<file path="src/rtl/divider_pkg.sv">
// Shared definitions for the iterative restoring divider.
package divider_pkg;

  typedef enum logic [1:0] {
    IDLE,
    RUN,
    DONE
  } state_e;

  localparam int unsigned DEFAULT_WIDTH = 8;

  // Step counter must hold 0..width.
  function automatic int unsigned cnt_width(input int unsigned w);
    return $clog2(w + 1);
  endfunction

endpackage

</file>
<file path="src/rtl/divider_iterative_div_step.sv">
// One combinational restoring-division step: shift in a dividend bit, subtract if it fits.
module div_step #(
  parameter int unsigned width = 8
) (
  input  logic [width-1:0] pr_i,
  input  logic             bit_i,
  input  logic [width-1:0] b_i,
  output logic [width-1:0] pr_o,
  output logic             q_o
);

  logic [width:0] trial;
  logic           fits;

  // Only the low width bits of the new remainder are kept, so the subtraction
  // is done modulo 2^width; the carry-out bit still participates in the compare.
  always_comb begin
    trial = {pr_i, bit_i};
    fits  = (trial >= {1'b0, b_i});
    q_o   = fits;
    pr_o  = fits ? (trial[width-1:0] - b_i) : trial[width-1:0];
  end

endmodule

</file>
<file path="src/rtl/divider_iterative.sv">
// Unsigned iterative restoring divider, one quotient bit per clock, start/busy/done handshake.
module divider_iterative
  import divider_pkg::*;
#(
  parameter int unsigned width = DEFAULT_WIDTH
) (
  input  logic             clk,
  input  logic             rst_n,
  input  logic             start,
  input  logic [width-1:0] a,
  input  logic [width-1:0] b,
  output logic             busy,
  output logic             done,
  output logic [width-1:0] q,
  output logic [width-1:0] r,
  output logic             div_by_zero
);

  localparam int unsigned     CW   = cnt_width(width);
  localparam logic [CW-1:0]   LAST = CW'(width - 1);

  state_e           state_q, state_d;
  logic [width-1:0] a_sh_q, a_sh_d;
  logic [width-1:0] b_q, b_d;
  logic [width-1:0] pr_q, pr_d;
  logic [width-1:0] q_q, q_d;
  logic [width-1:0] r_q, r_d;
  logic             dbz_q, dbz_d;
  logic [CW-1:0]    cnt_q, cnt_d;
  logic [width-1:0] step_pr;
  logic             step_bit;
  logic             accept;

  div_step #(.width(width)) u_step (
    .pr_i  (pr_q),
    .bit_i (a_sh_q[width-1]),
    .b_i   (b_q),
    .pr_o  (step_pr),
    .q_o   (step_bit)
  );

  assign accept = start && (state_q != RUN);

  // Quotient bits enter a_sh from the bottom as dividend bits leave the top,
  // so after width steps a_sh holds the full quotient.
  always_comb begin
    state_d = state_q;
    a_sh_d  = a_sh_q;
    b_d     = b_q;
    pr_d    = pr_q;
    q_d     = q_q;
    r_d     = r_q;
    dbz_d   = dbz_q;
    cnt_d   = cnt_q;
    case (state_q)
      RUN: begin
        pr_d   = step_pr;
        a_sh_d = {a_sh_q[width-2:0], step_bit};
        cnt_d  = cnt_q + CW'(1);
        if (cnt_q == LAST) begin
          state_d = DONE;
          q_d     = {a_sh_q[width-2:0], step_bit};
          r_d     = step_pr;
          dbz_d   = (b_q == '0);
        end
      end
      default: begin
        state_d = IDLE;
        if (accept) begin
          state_d = RUN;
          a_sh_d  = a;
          b_d     = b;
          pr_d    = '0;
          cnt_d   = '0;
        end
      end
    endcase
  end

  always_ff @(posedge clk or negedge rst_n) begin
    if (!rst_n) begin
      state_q <= IDLE;
      a_sh_q  <= '0;
      b_q     <= '0;
      pr_q    <= '0;
      q_q     <= '0;
      r_q     <= '0;
      dbz_q   <= 1'b0;
      cnt_q   <= '0;
    end else begin
      state_q <= state_d;
      a_sh_q  <= a_sh_d;
      b_q     <= b_d;
      pr_q    <= pr_d;
      q_q     <= q_d;
      r_q     <= r_d;
      dbz_q   <= dbz_d;
      cnt_q   <= cnt_d;
    end
  end

  assign busy        = (state_q == RUN);
  assign done        = (state_q == DONE);
  assign q           = q_q;
  assign r           = r_q;
  assign div_by_zero = dbz_q;

endmodule

</file>
<file path="config.mk">
export PLATFORM = sky130hd
export DESIGN_NAME = divider_iterative
export DESIGN_NICKNAME = d
export VERILOG_FILES = /design/src/rtl/divider_pkg.sv /design/src/rtl/divider_iterative_div_step.sv /design/src/rtl/divider_iterative.sv
export SDC_FILE = /design/constraint.sdc
export NUM_CORES = 1
export LEC_CHECK = 0
export ABC_AREA = 1
export CAP_MARGIN = 20
export CORE_ASPECT_RATIO = 1.75
export CORE_MARGIN = 2
export CORE_UTILIZATION = 35
export CTS_BUF_LIST = sky130_fd_sc_hd__clkbuf_8
export CTS_CLUSTER_DIAMETER = 80
export DETAILED_ROUTE_END_ITERATION = 6
export DONT_BUFFER_PORTS = 1
export HOLD_SLACK_MARGIN = 0.1
export PLACE_DENSITY = 0.56
export SYNTH_ARGS = -nofsm -noshare
export SYNTH_HDL_FRONTEND = slang
export SYNTH_HIERARCHICAL = 1
export SYNTH_SLANG_ARGS = --single-unit
</file>
<file path="constraint.sdc">
create_clock -name clk -period 5.6 [get_ports clk]
set_clock_uncertainty 0.15 [all_clocks]
set_input_delay 1.68 -clock clk [delete_from_list [all_inputs] [get_ports clk]]
set_output_delay 1.68 -clock clk [all_outputs]
set_load 0.1 [all_outputs]
</file>
==> impl_results.md, run 1 <==
* Status: completed
* CP peak stage delay at 0.80 ns
* Initial Util at 0.3594
* CTS resizes at 0
* DIE AREA at 0.008049 mm2
* CP max-delay cell: nor2_2
* Synth unique cells at 26
* Row cnt at 41
* Post-CTS setup buffer count at 0
* Post-route setup TNS at 0 ns
* Fin. max-slew vios at 0
* Mapped cell area at 0.002562 mm2
* Type of the worst setup path: flop to output pin
* Design area at 0.002695 mm2
* Die span in y at 117.2 um
* Fin. Hold Viols at 0
* Fin crit period at 3.422 ns
* Crit path launch: state_q[1]
* RSZ-0062 raised after global routing: no
* Vias per cell at 4.811
* Critical Path AT at 1.59 ns
* Vias in the first global route at 2129
* Post-synth top area cell: dfrtp_1
* Largest net degree at the start of global routing at 48
* Required time of the critical path at 3.77 ns
* Placed cell count at between 400 and 500
* Initial DRC count at 72
* Routed Antenna Nets at 0
* Antenna violations before repair at 0
* Hpwl dp at 4392 um
* Total Wirelength at 5797 um
* Final cell count without fillers at 413
* Crit Path Max Fanout at 2
* Layout cells sized above 1 at 0.1223
* Largest cells by area after synthesis: dfrtp_1 (46%), nand2_1 (19%), nand3_1 (6.4%)
* Nets@finish at 355
* Max-Cap Viols at 0
* R2R Path Start: state_q[0]
* Synthesized instance count at around 330
* Part of the cycle the worst path needs at 0.6111
* H-tree Lvls at 2
* First-pass GRT wire length at between 10000 and 15000 um
* R2R cell count at 5
* Area Growth Syn to Fin at 5.176%
* Worst Setup EP: done
* N_diodes at 0
* Final setup violation count at 0
* First drt pass iteration count at 4
* Max Fclk at 292.2 MHz
* Routed length per instance at 14.04 um
* Worst-Margin Slew at 1.061 ns
* Skew-Pair Late Insertion Delay at approximately 0.31 ns
* Via Count at 1987
* Placed inst area at approximately 0.0026 mm2
* CTS tree: built
* GPL Wtd Cong at approximately 0.81
* Synthesis-stage register bit count at 47
* Worst Hold Class: flop to flop
* Register area share after synthesis at 0.4590
* Worst reg2reg setup slack at 3.30 ns
* Syn_nets at 355
* Hold_sp: a_sh_q[3]
* Total congestion overflow at 0
* Relative slew slack at 0.2922
* I/O Buffers at 0
* IO Count at 38
* CTS Hold Bufs at 0
* Setup crit end kind: output pin
* Total core area at 0.007131 mm2
* CTS Buf Count at 5
* Fill count at 742
* Clk root buf: clkbuf_8
* Worst path cell trace: inv_1 > nor2_2
* CTS Buffer Depth at 2
* Reg2reg end: r[7]
* Residual DRC count at 0
* CP startpoint kind: flop
* Die X at 68.68 um
* Synth top area share at 0.4590
* Mean Syn Cell Area at 7.860 um2
* Synth warn at 6
* Clk pin slew, worst setup/hold paths at approximately 0.080 ns
* Util after Layout at 0.3780
* Clock Sinks at 47
* GR Util All Layers at 0.1700
## through the flow
stage / hold slack, ns / worst slack (ns)
after floorplan: 0.3141 / 2.077
after global placement: 0.3432 / 2.519
after detailed placement: 0.3488 / 2.504
after CTS: 0.3604 / 2.158
after global routing: 0.3966 / 2.124
final: 0.3584 / 2.178
## worst max-delay path: cells and delay by family, from the launching register on
kind	cells	cell delay, ns
buffers and inverters	1	0.09
DFF	1	0.40
and+or+nand+nor	1	0.80
## worst min-delay path by stage
stage / to / slack, ns / depth (start not counted)
after detailed placement: q[4] / 0.35 / 2
after global routing: pr_q[1] / 0.40 / 2
after CTS: q[4] / 0.36 / 2
final: q[4] / 0.36 / 2
after floorplan: q[3] / 0.31 / 2
after global placement: b_q[3] / 0.34 / 2
## cell families after synthesis
| group | share of synthesized area |
|---|---|
| compound gates | 0.05371 |
| xor+xnor | 0.01026 |
| fa+ha+maj | 0.05176 |
| flops | 0.4590 |
| simple gates | 0.3472 |
| buf+inv | 0.07812 |
## metal layers
metal / share of wire / vias up / GRT usage
met3: 0.030 / 10 / 0.02390
met5: 0 / - / 0
li1: - / 1018 / -
met2: 0.57 / 35 / 0.3154
met4: 0.025 / 0 / 0.08000
met1: 0.38 / 924 / 0.1811
## synth_stat cells
library cell	n
nand2_1	131
nor2_4	2
xnor2_1	2
inv_4	1
ha_1	9
inv_1	33
o21ai_0	7
buf_2	2
buf_6	3
inv_2	2
nand2_4	1
nor2_2	4
o21ai_2	10
fa_1	1
nand3_2	1
nand2_2	10
dfrtp_1	47
clkinv_1	1
or2_4	1
nand3_1	33
nor2_1	16
buf_4	2
nand4_1	2
xor2_1	1
nand2_8	1
a21oi_1	3
## cells in the final DEF, fill, tap and decap left out, drive strengths merged
cell    synthesis  final
nand2         143    143
clkinv          1      2
ha              9      9
o21ai          17     17
inv            36     38
clkbuf          0      5
nor2           22     22
or2             1      1
nand4           2      2
a21oi           3      3
dfrtp          47     47
fa              1      1
nand3          34     34
xnor2           2      2
xor2            1      1
## flip-flops by register name (all words and copies together), names as in the netlist
| name | count |
|---|---|
| a_sh_q | 8 |
| b_q | 8 |
| pr_q | 8 |
| q | 8 |
| r | 8 |
| cnt_q | 4 |
| state_q | 2 |
| div_by_zero | 1 |
## layout make-up
type,count,area (um2),share of cell area
Tap cell,86,107.6,0.03993
Inverter,37,141.4,0.05246
Sequential cell,47,1176,0.4364
Multi-Input combinational cell,235,1189,0.4410
Clock inverter,3,12.51,0.004643
Clock buffer,5,68.82,0.02553
Power of run 1 is left out: the tool's default activity adds up to more than one toggle a clock period on the data nets, which glitch-free logic cannot reach.
==> run 2, diff against run 1 <==
Settings changed: PLACE_DENSITY 0.56 to 0.58.
Clock period 5.6 ns to 2.85 ns, I/O delays scaled along.
==> run 2 against run 1 <==
Non-clock buffer count is 23 higher. Worst hold slack got worse by 0.13 ns. Design area grew 7.4%. First-iteration DRC count shrank 29%. Via count up 5.7%. Critical path depth did not move. Sequential share of layout area down 3.0 points. Count of clock-buffer cells in the layout increased by 1. Register-to-register slack got worse by 2.6 ns. Critical endpoint is now busy.
==> impl_results.md, run 2 (synthesized netlist as in run 1, its figures left out) <==
* Total Wirelength at 5980 um (+3.2%)
* H-tree Lvls at 2 (unchanged)
* Die X at 68.68 um (unchanged)
* Worst Hold Class: primary input to async pin
* Relative slew slack at 0.5271 (+0.2349)
* Max Fclk at 428.9 MHz
* Required time of the critical path at 1.85 ns (-1.92 ns)
* Type of the worst setup path: flop to output pin
* Vias per cell at 4.830 (+0.39%)
* Routed Antenna Nets at 0 (unchanged)
* GPL Wtd Cong at 0.8213 (+0.92%)
* Max-Cap Viols at 0 (unchanged)
* Worst reg2reg setup slack at 0.71 ns (-2.59 ns)
* Commonest non-fill, non-tap cell in the layout: nand2_1
* Crit Path Max Fanout at 5 (+3)
* Row cnt at 41 (unchanged)
* Total core area at 0.007131 mm2 (unchanged)
* GR Util All Layers at 0.1721 (+0.002116)
* Post-CTS setup buffer count at 0 (unchanged)
* N_diodes at 0 (unchanged)
* Clk root buf: clkbuf_8
* Critical Path AT at 1.33 ns (-0.26 ns)
* DIE AREA at 0.008049 mm2 (unchanged)
* Clk pin slew, worst setup/hold paths at 0.08 ns (about the same)
* Initial DRC count at 51 (-29%)
* Initial Util at 0.3594 (unchanged)
* Area Growth Syn to Fin at 12.94%
* Die span in y at 117.2 um (unchanged)
* Setup crit end kind: output pin
* Final setup violation count at 0 (unchanged)
* Fin crit period at 2.331 ns
* Routed length per instance at 13.75 um (-2.1%)
* Fin. Hold Viols at 0 (unchanged)
* R2R cell count at 12 (+7)
* CTS resizes at 0 (unchanged)
* Antenna violations before repair at 0 (unchanged)
* Most frequent cells in the layout: nand2_1 (131), dfrtp_1 (47), inv_1 (33), nand3_1 (33), buf_4 (22)
* Largest net degree at the start of global routing at 48 (unchanged)
* Via Count at 2101 (+5.7%)
* First drt pass iteration count at 4 (unchanged)
* CTS tree: built
* Vias in the first global route at 2165 (+1.7%)
* Total congestion overflow at 0 (unchanged)
* Part of the cycle the worst path needs at 0.8180
* Fin. max-slew vios at 0 (unchanged)
* CTS Hold Bufs at 1 (+1)
* CP startpoint kind: flop
* First-pass GRT wire length at 10140 um (+1.3%)
* Status: completed
* Layout cells sized above 1 at 0.1834 (+0.06106)
* Nets@finish at 378 (+6.5%)
* IO Count at 38 (unchanged)
* I/O Buffers at 0 (unchanged)
* CTS Buffer Depth at 2 (unchanged)
* Post-route setup TNS at 0 ns (unchanged)
* R2R Path Start: b_q[5]
* Skew-Pair Late Insertion Delay at 0.30 ns (about the same)
* Reg2reg end: pr_q[3]
* Hpwl dp at 4626 um (+5.3%)
* Clock Sinks at 47 (unchanged)
* RSZ-0062 raised after global routing: no
* Worst-Margin Slew at 0.7077 ns (-0.3529 ns)
* CTS Buf Count at 5 (unchanged)
* Residual DRC count at 0 (unchanged)
run 2: cell count changes in the layout (fill, tap and decap cells not counted):
| cell | delta |
|---|---|
| buf_16 | +1 |
| clkbuf_8 | +1 |
| inv_1 | -2 |
| buf_4 | +22 |
run 2: how the worst max path moves through the flow:
stage               startpoint      end  slack (ns)
global route        state_q[0]     busy        0.45
global placement        b_q[6]  pr_q[3]        0.72
detailed placement      b_q[6]  pr_q[3]        0.70
floorplan           state_q[1]     done        0.15
finish              state_q[0]     busy        0.52
CTS                 state_q[0]     busy        0.52
run 2: routing by layer:
| layer | global-route usage | share of wire | up-vias |
|---|---|---|---|
| met5 | 0 | 0 | - |
| met4 | 0.08267 | 0.034 | 0 |
| met2 | 0.3141 | 0.55 | 42 |
| li1 | - | - | 1050 |
| met1 | 0.1785 | 0.38 | 994 |
| met3 | 0.03824 | 0.035 | 15 |
run 2: critical path, cell delays in order (launching register included):
cell and delay (ns):
dfrtp_1 0.41, inv_2 0.06, nor2_4 0.54
run 2: final cells by class:
type                            count  area, um2
Clock buffer                        6      82.58
Clock inverter                      1      5.005
Fill cell                         728       4237
Inverter                           37      141.4
Multi-Input combinational cell    235       1189
Sequential cell                    47       1176
Tap cell                           86      107.6
Timing Repair Buffer               23      192.7
run 2: per-stage QoR:
| step | util | cell area [um2] | instances | setup WS, ns | hold WS, ns |
|---|---|---|---|---|---|
| after global routing | 0.4059 | 2894 | 435 | 0.4549 | 0.2391 |
| after global placement | 0.3897 | 2779 | 427 | 0.7167 | 0.3421 |
| after CTS | 0.4059 | 2894 | 435 | 0.5184 | 0.2384 |
| final | 0.4059 | 2894 | 435 | 0.5187 | 0.2333 |
| after detailed placement | 0.3897 | 2779 | 427 | 0.7036 | 0.3475 |
| after floorplan | - | 2562 | 326 | 0.1520 | 0.3141 |
Power of run 2 is left out for the same reason.
==> run 3, diff against run 2 <==
Clock period 2.85 ns to 2.1 ns, I/O delays scaled along.
==> run 3 against run 2 <==
Critical path depth rose by 8. Critical path type is now flop to flop. Design area rose by 6.5%. Global-route usage rose by 0.37 points.
==> impl_results.md, run 3 (synthesized netlist as in run 1, its figures left out) <==
* Vias per cell at 4.881 (+1.1%)
* Setup crit end kind: flop
* Most frequent cells in the layout: nand2_1 (131), dfrtp_1 (46), inv_1 (33), nand3_1 (33), buf_4 (30)
* First-pass GRT wire length at 10280 um (+1.4%)
* Placed inst area at 0.002836 mm2 (+2.1%)
* Total congestion overflow at 0 (unchanged)
* N_diodes at 0 (unchanged)
* Die span in y at 117.2 um (unchanged)
* Relative slew slack at 0.7727 (+0.2456)
* Skew-Pair Late Insertion Delay at 0.31 ns (about the same)
* Routed Antenna Nets at 0 (unchanged)
* I/O Buffers at 0 (unchanged)
* R2R cell count at 10 (-2)
* Max Fclk at 500.0 MHz
* Depth of the worst hold-timing path at 2
* Worst Hold Class: primary input to flop
* CTS tree: built
* Area Growth Syn to Fin at 20.26%
* Row cnt at 41 (unchanged)
* Fin crit period at 2.000 ns
* Antenna violations before repair at 0 (unchanged)
* R2R Path Start: b_q[7]
* Clock Sinks at 47 (unchanged)
* Post-route setup TNS at 0 ns (unchanged)
* IO Count at 38 (unchanged)
* Required time of the critical path at 2.14 ns (+0.29 ns)
* CTS Buffer Depth at 2 (unchanged)
* Fill count at 705 (-3.2%)
* Initial Util at 0.3594 (unchanged)
* Util after Layout at 0.4322 (+0.02632)
* Total core area at 0.007131 mm2 (unchanged)
* Vias in the first global route at 2176 (+0.51%)
* Die X at 68.68 um (unchanged)
* Status: completed
* Max-Cap Viols at 0 (unchanged)
* CTS Buf Count at 5 (unchanged)
* H-tree Lvls at 2 (unchanged)
* Worst hold endpoint: b_q[7]
* Fin. Hold Viols at 0 (unchanged)
* Commonest non-fill, non-tap cell in the layout: nand2_1
* Initial DRC count at 48 (-5.9%)
* Residual DRC count at 0 (unchanged)
* Hpwl dp at 4680 um (+1.2%)
* Type of the worst setup path: flop to flop
* CP startpoint kind: flop
* Hold_sp: b[7]
* Fin. max-slew vios at 0 (unchanged)
* Post-place setup slack at -0.001606 ns (-0.7052 ns)
* Part of the cycle the worst path needs at 0.9524
* Setup WS post-layout at 0.09989 ns (-0.4188 ns)
* Critical Path AT at 2.04 ns (+0.71 ns)
* Design area at 0.003082 mm2 (+6.5%)
* Layout cells sized above 1 at 0.2299 (+0.04654)
* Final setup violation count at 0 (unchanged)
* Routed length per instance at 14.27 um (+3.8%)
* Worst-Margin Slew at 0.3410 ns (-0.3667 ns)
* Via Count at 2182 (+3.9%)
* Clk root buf: clkbuf_8
* Largest net degree at the start of global routing at 48 (unchanged)
* First drt pass iteration count at 4 (unchanged)
* GR Util All Layers at 0.1758 (+0.003654)
* Nets@finish at 390 (+3.2%)
* Reg2reg end: pr_q[0]
* Total Wirelength at 6379 um (+6.7%)
* Clk pin slew, worst setup/hold paths at 0.09 ns (about the same)
* DIE AREA at 0.008049 mm2 (unchanged)
* GPL Wtd Cong at 0.8588 (+4.6%)
* Crit Path Max Fanout at 10 (+5)
* Worst reg2reg setup slack at 0.1 ns (-0.61 ns)
==> run 3: how the worst max path moves through the flow <==
stage,from,end,slack (ns),depth (start not counted)
floorplan,state_q[1],done,0.09,2
global placement,b_q[0],pr_q[4],0.005,10
detailed placement,b_q[0],pr_q[4],-0.002,10
CTS,b_q[6],pr_q[5],0.02,11
global route,pr_q[5],pr_q[0],-0.005,11
finish,b_q[7],pr_q[0],0.1,10
==> run 3: layout make-up <==
type                    instances  area, um2  share of cell area
repair buffers                 33      282.8             0.09176
clock buffers                   5      68.82             0.02233
well taps                      86      107.6             0.03492
clock inverters                 2      33.78             0.01096
inverters                      37      141.4             0.04588
flip-flops and latches         47       1177              0.3821
multi-input cells             237       1270              0.4121
==> run 3: through the flow <==
step | cells | hold WS (ns)
6_report | 447 | 0.2780
5_1_grt | 447 | 0.2846
4_1_cts | 443 | 0.2679
3_5_place_dp | 433 | 0.1858
3_3_place_gp | 433 | 0.1858
2_1_floorplan | 326 | 0.1844
==> run 3: repair_timing <==
action                                  CTS  global route
gates cloned                              0             2
pin swaps                                 0             3
setup buffers                             1             2
endpoints found under the setup margin    1            16
hold buffers                              2             0
gates resized for setup                   1            13
hold endpoints to repair                 47             0
==> run 3: metal layers <==
metal / vias to the layer above / part of all wire / GRT usage / routed length [um]
met5: - / 0 / 0 / 0
li1: 1086 / - / - / -
met4: 0 / 0.026 / 0.08400 / 167
met1: 1052 / 0.37 / 0.1839 / 2382
met3: 11 / 0.028 / 0.02868 / 181
met2: 33 / 0.57 / 0.3263 / 3647
==> run 3: critical path, stage by stage (launching register included) <==
cell,delay [ns]
dfrtp_1,0.36
inv_1,0.08
ha_1,0.36
nand2_1,0.21
nor2_4,0.08
nor2_4,0.22
nand2_8,0.10
nand2_1,0.07
nand2_1,0.05
inv_1,0.09
o21ai_0,0.10
Power of run 3 is left out for the same reason.
